## src/rtl/perceptron_pkg.sv

```systemverilog
// Shared definitions for the perceptron3 input loader.
// Holds the data width and Q8.24 format constants, the loader state encoding
// and the weight register-file addresses.
package perceptron_pkg;

    localparam int unsigned DWIDTH = 32;
    localparam int unsigned FRAC   = 24;

    // Loader sequencing: collect A/B/C, hold operands for one compute, capture result
    typedef enum logic [1:0] {
        COL   = 2'd0,
        ISSUE = 2'd1,
        CAPT  = 2'd2
    } loader_state_e;

    localparam logic [1:0] W_A    = 2'd0;
    localparam logic [1:0] W_B    = 2'd1;
    localparam logic [1:0] W_C    = 2'd2;
    localparam logic [1:0] W_BIAS = 2'd3;

    localparam logic [31:0] ONE = 32'h0100_0000;

endpackage

```

## src/rtl/perceptron_out_buf.sv

```systemverilog
// Single-entry valid/ready holding register for the perceptron result.
// A set on the same edge as a drain wins, so a new result is never lost.
// Ports:
//   clk, rst      - clock, synchronous active-high reset
//   set, set_data - load a new entry (valid goes high)
//   ready         - consumer takes the entry when valid
//   valid, data   - held entry
module perceptron_out_buf #(
    parameter int unsigned DWIDTH = 32
) (
    input  logic              clk,
    input  logic              rst,
    input  logic              set,
    input  logic [DWIDTH-1:0] set_data,
    input  logic              ready,
    output logic              valid,
    output logic [DWIDTH-1:0] data
);

    logic              valid_q, valid_d;
    logic [DWIDTH-1:0] data_q,  data_d;

    // Drain first, then let a set override it
    always_comb begin
        valid_d = valid_q;
        data_d  = data_q;
        if (valid_q && ready) begin
            valid_d = 1'b0;
        end
        if (set) begin
            valid_d = 1'b1;
            data_d  = set_data;
        end
    end

    always_ff @(posedge clk) begin
        if (rst) begin
            valid_q <= 1'b0;
            data_q  <= '0;
        end else begin
            valid_q <= valid_d;
            data_q  <= data_d;
        end
    end

    assign valid = valid_q;
    assign data  = data_q;

endmodule

```

## src/rtl/perceptron_input_loader.sv

```systemverilog
// Upstream sequencer for perceptron3: assembles A, B, C from a serial
// valid/ready stream, holds weights and bias in a register file, drives all
// seven operands in parallel and captures the registered perceptron result.
// Optional: define PERC_LOADER_CNT_EN to add the sample_cnt[15:0] output,
// counting captured results (wraps at 0xFFFF).
// Ports:
//   clk, rst                  - clock, synchronous active-high reset
//   s_valid/s_ready/s_data    - input word stream, order A, B, C
//   w_we/w_addr/w_data/w_ack  - weight write port (0=wa 1=wb 2=wc 3=bias), ack next cycle
//   A, B, C, wa, wb, wc, bias - operands to perceptron3
//   y_in                      - perceptron3 registered output
//   y_valid/y_ready/y_data    - captured result port
module perceptron_input_loader
    import perceptron_pkg::*;
#(
    parameter int unsigned DWIDTH = perceptron_pkg::DWIDTH
) (
    input  logic              clk,
    input  logic              rst,
    input  logic              s_valid,
    output logic              s_ready,
    input  logic [DWIDTH-1:0] s_data,
    input  logic              w_we,
    input  logic [1:0]        w_addr,
    input  logic [DWIDTH-1:0] w_data,
    output logic              w_ack,
    output logic [DWIDTH-1:0] A,
    output logic [DWIDTH-1:0] B,
    output logic [DWIDTH-1:0] C,
    output logic [DWIDTH-1:0] wa,
    output logic [DWIDTH-1:0] wb,
    output logic [DWIDTH-1:0] wc,
    output logic [DWIDTH-1:0] bias,
`ifdef PERC_LOADER_CNT_EN
    output logic [15:0]       sample_cnt,
`endif
    input  logic [DWIDTH-1:0] y_in,
    output logic              y_valid,
    input  logic              y_ready,
    output logic [DWIDTH-1:0] y_data
);

    loader_state_e     state_q, state_d;
    logic [1:0]        cnt_q,   cnt_d;
    logic [DWIDTH-1:0] a_q,  a_d,  b_q,  b_d,  c_q,  c_d;
    logic [DWIDTH-1:0] wa_q, wa_d, wb_q, wb_d, wc_q, wc_d, bias_q, bias_d;
    logic              w_ack_q, w_ack_d;
    logic              in_col;
    logic              capt;
    logic              word_acc;
    logic              w_acc;

    // State register
    always_ff @(posedge clk) begin
        if (rst) begin
            state_q <= COL;
            cnt_q   <= 2'd0;
        end else begin
            state_q <= state_d;
            cnt_q   <= cnt_d;
        end
    end

    // Next-state logic
    always_comb begin
        state_d = state_q;
        cnt_d   = cnt_q;
        unique case (state_q)
            COL: begin
                if (s_valid) begin
                    if (cnt_q == 2'd2) begin
                        cnt_d   = 2'd0;
                        state_d = ISSUE;
                    end else begin
                        cnt_d = 2'(cnt_q + 2'd1);
                    end
                end
            end
            // Hold operands while the previous result is still unconsumed
            ISSUE: begin
                if (!(y_valid && !y_ready)) begin
                    state_d = CAPT;
                end
            end
            CAPT:    state_d = COL;
            default: state_d = COL;
        endcase
    end

    // State decode outputs
    always_comb begin
        in_col  = (state_q == COL);
        capt    = (state_q == CAPT);
        s_ready = in_col;
    end

    assign word_acc = s_valid && in_col;
    // Weight writes only in COL so operands never move under a computation
    assign w_acc    = w_we && in_col;

    // Operand and weight register file
    always_comb begin
        a_d     = a_q;
        b_d     = b_q;
        c_d     = c_q;
        wa_d    = wa_q;
        wb_d    = wb_q;
        wc_d    = wc_q;
        bias_d  = bias_q;
        w_ack_d = w_acc;
        if (word_acc) begin
            unique case (cnt_q)
                2'd0:    a_d = s_data;
                2'd1:    b_d = s_data;
                default: c_d = s_data;
            endcase
        end
        if (w_acc) begin
            unique case (w_addr)
                W_A:     wa_d   = w_data;
                W_B:     wb_d   = w_data;
                W_C:     wc_d   = w_data;
                default: bias_d = w_data;
            endcase
        end
    end

    always_ff @(posedge clk) begin
        if (rst) begin
            a_q     <= '0;
            b_q     <= '0;
            c_q     <= '0;
            wa_q    <= '0;
            wb_q    <= '0;
            wc_q    <= '0;
            bias_q  <= '0;
            w_ack_q <= 1'b0;
        end else begin
            a_q     <= a_d;
            b_q     <= b_d;
            c_q     <= c_d;
            wa_q    <= wa_d;
            wb_q    <= wb_d;
            wc_q    <= wc_d;
            bias_q  <= bias_d;
            w_ack_q <= w_ack_d;
        end
    end

    assign A     = a_q;
    assign B     = b_q;
    assign C     = c_q;
    assign wa    = wa_q;
    assign wb    = wb_q;
    assign wc    = wc_q;
    assign bias  = bias_q;
    assign w_ack = w_ack_q;

    // y_in is valid during CAPT; capture on the edge leaving it
    perceptron_out_buf #(
        .DWIDTH(DWIDTH)
    ) u_out_buf (
        .clk     (clk),
        .rst     (rst),
        .set     (capt),
        .set_data(y_in),
        .ready   (y_ready),
        .valid   (y_valid),
        .data    (y_data)
    );

`ifdef PERC_LOADER_CNT_EN
    logic [15:0] sample_cnt_q, sample_cnt_d;

    // Captured-result counter
    always_comb begin
        sample_cnt_d = sample_cnt_q;
        if (capt) begin
            sample_cnt_d = 16'(sample_cnt_q + 16'd1);
        end
    end

    always_ff @(posedge clk) begin
        if (rst) begin
            sample_cnt_q <= 16'd0;
        end else begin
            sample_cnt_q <= sample_cnt_d;
        end
    end

    assign sample_cnt = sample_cnt_q;
`endif

endmodule

```

## config.mk

```make
export PLATFORM = sky130hd
export DESIGN_NAME = perceptron_input_loader
export DESIGN_NICKNAME = d
export VERILOG_FILES = /design/src/rtl/perceptron_pkg.sv /design/src/rtl/perceptron_out_buf.sv /design/src/rtl/perceptron_input_loader.sv
export SDC_FILE = /design/constraint.sdc
export NUM_CORES = 1
export LEC_CHECK = 0
export ABC_CLOCK_PERIOD_IN_PS = 3100
export CELL_PAD_IN_SITES_DETAIL_PLACEMENT = 0
export CELL_PAD_IN_SITES_GLOBAL_PLACEMENT = 1
export CORE_MARGIN = 2
export CORE_UTILIZATION = 36
export CTS_CLUSTER_SIZE = 25
export DETAILED_ROUTE_END_ITERATION = 10
export HOLD_SLACK_MARGIN = 0.08
export PLACE_DENSITY_LB_ADDON = 0.12
export SYNTH_ARGS = -nofsm -noshare
export SYNTH_HDL_FRONTEND = slang
export SYNTH_SLANG_ARGS = --single-unit
export TNS_END_PERCENT = 5
```

## constraint.sdc

```tcl
create_clock -name clk -period 3.1 [get_ports clk]
set_input_delay 0.62 -clock clk [delete_from_list [all_inputs] [get_ports clk]]
set_output_delay 0.62 -clock clk [all_outputs]
set_load 0.02 [all_outputs]
```

## After elaboration in Yosys (flattened, before gate mapping)

Index checks and enable logic that the tools add are counted.
Widths: inputs -> output; s select.

| cells by class | value |
|---|---|
| add/sub/neg operators | 1 |
| multiply operators | 0 |
| div/mod/pow operators | 0 |
| order comparisons | 0 |
| equality and inequality tests | 9 |
| shift operators | 0 |
| muxes and demuxes | 7 |
| bitwise operators | 2 |
| reduce and logical (&&, ||, !) cells | 20 |

Operators with widths:

| operator | count |
|---|---|
| $reduce_and 2->1 | 8 |
| $mux 2 | 4 |
| $eq 2x1->1 const B | 3 |
| $eq 2x2->1 const B | 3 |
| $logic_not 2->1 | 3 |
| $logic_and 1x1->1 | 4 |
| $ne 2x2->1 const B | 2 |
| $pmux 2 s2 | 1 |
| $reduce_and 3->1 | 1 |
| $reduce_or 3->1 | 1 |
| $add 2x1->2 const B | 1 |
| $mux 1 | 2 |
| $ne 2x1->1 const B | 1 |
| $not 1->1 | 2 |
| $reduce_bool 2->1 | 1 |
| $reduce_or 2->1 | 1 |
| $logic_not 1->1 | 1 |

| word-level totals | value |
|---|---|
| flip-flop bits (word level) | 262 |
| bits in latches | 0 |
| RAM bits | 0 |
| memory bits (read-only) | 0 |
| input port bits | 103 |
| output and inout bits | 259 |
| word-level logic and storage cells | 51 |
| memories | 0 |

## Depth between registers and ports, before layout

| depth | value |
|---|---|
| word-level depth | 4 |
| gate-level depth with buffers | 5 |
| depth with buffers taken out | 3 |

## Modules after synthesis

From an unflattened synthesis, not the netlist that was laid out.

| unflattened totals | value |
|---|---|
| cell total of the unflattened synthesis | 966 |
| area, all modules | 10213.5 um2 |

By module, submodules not included:

| module | times used | cells an instance | area an instance (um2) | sequential area each (um2) |
|---|---|---|---|---|
| perceptron_input_loader | 1 | 858 | 9008.6 | 4584.4 |
| perceptron_out_buf | 1 | 108 | 1204.9 | 660.6 |

## Worst setup path before layout

OpenSTA, ideal clock, no wires.

| path | value |
|---|---|
| path type | input -> register |
| start | in w_we |
| end | reg wc_q[1], in the netlist wc[1] |
| setup time | 0.121 ns |
| arrival time | 1.772 ns |
| required time | 2.979 ns |
| setup slack | 1.207 ns |
| stages | 5 |
| path buffers | 2 |
| cells stage by stage | or3b_4 or3b_1 buf_6 buf_12 mux2i_1 |

| between the ends | value |
|---|---|
| word-level cells in the longest chain between the ends | 2 |

RTL lines:

| item | RTL line | source |
|---|---|---|
| start: declaration | perceptron_input_loader.sv:23 | `input logic w_we,` |
| $logic_and 1x1->1 | perceptron_input_loader.sv:99 | `assign w_acc = w_we && in_col;` |
| $reduce_and 2->1 (no source line) | n/a |  |
| end signal: assignment | perceptron_input_loader.sv:144 | `wc_q <= wc_d;` |
| end: declaration | perceptron_input_loader.sv:46 | `logic [DWIDTH-1:0] wa_q, wa_d, wb_q, wb_d, wc_q, wc_d, bias_q, bias_d;` |

Every way passes these cells.
A chain may end at the register's enable or synchronous reset.

## Worst setup path in the final report

| path | value |
|---|---|
| start | reg state_q[0] |
| end | out s_ready |

| between the ends | value |
|---|---|
| word-level cells in the longest chain between the ends | 1 |

RTL lines:

| item | RTL line | source |
|---|---|---|
| start: declaration | perceptron_input_loader.sv:43 | `loader_state_e state_q, state_d;` |
| start signal: assignment | perceptron_input_loader.sv:59 | `state_q <= state_d;` |
| $logic_not 2->1 | perceptron_input_loader.sv:92 | `in_col = (state_q == COL);` |
| end: declaration | perceptron_input_loader.sv:21 | `output logic s_ready,` |

Every way passes these cells.

==> impl_metrics.env <==
export IMPL_place_ws_ps=414.7
export IMPL_period_needed_ps=2365
export IMPL_worstSetupPathType="flip-flop to output pin"
export IMPL_worstMarginPinSlew_ps=628.6
export IMPL_synth_top_area_share_pct=51.70
export IMPL_post_dp_cell_area_um2=14010
export IMPL_wl_met1_um=11840
export IMPL_final_util_pct=54.25
export IMPL_combPwrFrac_pct=11.6
export IMPL_ys_seq_area_share_pct=51.70
export IMPL_grtUsageTotal_pct=18.47
export IMPL_grt_pass1_vias=7736
export IMPL_die_area_um2=29540
export IMPL_drc=0
export IMPL_drive_gt1_share_pct=5.891
export IMPL_fin_ws_ps=734.8
export IMPL_fillers=2554
export IMPL_syn_nets=1104
export IMPL_drt_pass1_iterations=6
export IMPL_clkPwrFrac_pct=45.1
export IMPL_skew_ps=8.457
export IMPL_rows=61
export IMPL_ios=362
export IMPL_crit_slowest_cell="clkdlybuf4s50_1"
export IMPL_cts_sinks=262
export IMPL_setup_viol=0
export IMPL_multi_input_area_um2=4518
export IMPL_die_width_um=171.9
export IMPL_syn_to_final_growth_pct=48.54
export IMPL_cp_max_fo=8
export IMPL_cts_resized=0
export IMPL_cpPeakStageDelay_ps=630
export IMPL_hpwl_um=19380
export IMPL_met3RoutedLength_um=2535
export IMPL_timing_fmax_ghz=0.4228
export IMPL_route_met2_wl_um=13400
export IMPL_yosysMostFrequentCell="dfxtp_1"
export IMPL_drt_total_wl_um=28400
export IMPL_htree_levels=1
export IMPL_fin_hold_ws_ps=451.4
export IMPL_p_per_area_nw_per_um2=543.5
export IMPL_overflow=0
export IMPL_grt_pass1_wl_um=43250
export IMPL_syn_inst=1001
export IMPL_crit_arrival_ps=1750
export IMPL_worstSkewPairLatency_ps=540
export IMPL_seqPwrFrac_pct=43.4
export IMPL_slew_headroom_pct=58.09
export IMPL_cp_required_ps=2480
export IMPL_layoutNonFillerInstCount=1737
export IMPL_ys_top_cells_by_count="262 x dfxtp_1, 258 x nand2b_1, 192 x mux2i_1"
export IMPL_status="finished, final reports clean"
export IMPL_switching_share_pct=23.60
export IMPL_layout_area_seq_um2=5245
export IMPL_numPortBuffers=361
export IMPL_cts_hold_buf=0
export IMPL_power_leakage_nw=5.963
export IMPL_finalMaxSlewViolations=0
export IMPL_yosys_top_cells_area="dfxtp_1 52%, mux2i_1 19%, nand2b_1 16%"
export IMPL_gp_congestion=0.7590
export IMPL_cts_buffers=30
export IMPL_ir_drop_mv=0.4438
export IMPL_path_cells="nor2_1 -> clkdlybuf4s50_1"
export IMPL_grt_setup_unrepaired="false"
export IMPL_path_clk_slew_ps=60
export IMPL_end_kind="output pin"
export IMPL_cts_setup_buffers=0
export IMPL_cp_num_buf_inv=1
export IMPL_hold_path_class="flip-flop to flip-flop"
export IMPL_power_total_mw=8.190
export IMPL_yosys_register_bits=262
export IMPL_synth_avg_cell_area_um2=10.14
export IMPL_hold_viol_final=0
export IMPL_grt_start_max_net_pins=105
export IMPL_netlist_cell_type_count=24
export IMPL_dp_cells=1680
export IMPL_critPathLaunchType="flip-flop"
export IMPL_fin_crit_sh_pct=76.30
export IMPL_num_vias=7778
export IMPL_yosys_warnings=0
export IMPL_initial_core_util_pct=36.52
export IMPL_setup_tns_ps=0
export IMPL_core_area_um2=27780
export IMPL_crit_family="buffers and inverters"
export IMPL_p_sw_mw=1.933
export IMPL_synth_edff_count=0
export IMPL_synth_ff_type="dfxtp_1"
export IMPL_internal_power_mw=6.257
export IMPL_wl_per_cell_um=16.35
export IMPL_async_flop_share_pct=0
export IMPL_final_nets=1437
export IMPL_drt_first_iter_violations=335
export IMPL_clockBufferDepth=3
export IMPL_via_per_inst=4.478
export IMPL_ant_nets=0
export IMPL_yosys_area_top_type="dfxtp_1"
export IMPL_cap_violations=0
export IMPL_fin_area_um2=15070
export IMPL_cts_tree="done"
export IMPL_syn_area_um2=10150
export IMPL_routed_top_layer="met5"
export IMPL_clock_root_buffer="clkbuf_16"
export IMPL_grt_antenna_before_repair=2
export IMPL_die_h_um=171.9
-- state kept, by name, summed over array words and instances (netlist names) --
| name | count |
|---|---|
| wc | 32 |
| state_q | 2 |
| C | 32 |
| bias | 32 |
| B | 32 |
| u_out_buf.valid | 1 |
| wb | 32 |
| u_out_buf.data | 32 |
| A | 32 |
| wa | 32 |
| w_ack | 1 |
| cnt_q | 2 |
-- cells in the final DEF (no fill, tap or decap), types with 2 or more instances in the layout --
cell type | netlist | routed
bufinv_16 | 0 | 3
or3b_4 | 2 | 2
a21oi_1 | 67 | 67
nand2b_1 | 258 | 258
clkinv_2 | 0 | 10
dfxtp_1 | 262 | 262
nor2_1 | 3 | 3
buf_12 | 3 | 4
clkbuf_16 | 0 | 31
buf_4 | 3 | 10
clkdlybuf4s50_1 | 0 | 360
or3b_2 | 1 | 3
clkbuf_8 | 0 | 9
mux2i_1 | 192 | 192
nand2_1 | 130 | 130
-- tightest hold or removal path, stage by stage (launching register included) --
cell and delay (ps):
dfxtp_1 300, nand2_1 50, a21oi_1 50
-- logic make-up (layout without fill, tap and decap cells) --
group                  count (synthesis)  after routing  share of synthesized area (%)
multiplexers                         192            192                          18.94
flip-flops                           262            262                          51.70
AO/OA/AOI/OAI                         68             68                          3.391
other                                  0              1                              0
AND/OR/NAND/NOR                      405            405                          22.05
buffers and inverters                 74            431                          3.922
-- metal layers --
metal / vias up / track usage (%)
met2: 251 / 30.71
met5: - / 0
met1: 3558 / 22.82
met4: 2 / 4.896
li1: 3926 / -
met3: 41 / 6.409
-- path summary, 6_finish.rpt --
kind	cells past startpoint	startpoint	slack, ps	end
worst max register to register	4	state_q[1]	1080	wc[27]
worst min-delay path	2	u_out_buf.data[27]	450	u_out_buf.data[27]
worst min register to register	2	u_out_buf.data[27]	450	u_out_buf.data[27]
worst max-delay path	2	state_q[0]	730	s_ready
-- cell type report --
class	count	area share, %
Clock inverter	15	1.054
Clock buffer	41	5.994
Sequential cell	262	34.80
Antenna cell	1	0.01660
Tap cell	378	3.138
Multi-Input combinational cell	665	29.98
Timing Repair Buffer	375	25.01
-- power by group through the flow --
stage / logic (mW) / clock network [mW] / registers [mW]
after detailed placement: 0.961 / 0 / 3.62
after global placement: 0.959 / 0 / 3.62
final: 0.948 / 3.69 / 3.55
after global routing: 1.01 / 3.96 / 3.56
after CTS: 0.964 / 3.81 / 3.55
after floorplan: 0.347 / 0 / 3.76
(Power assumes the default switching activity.)
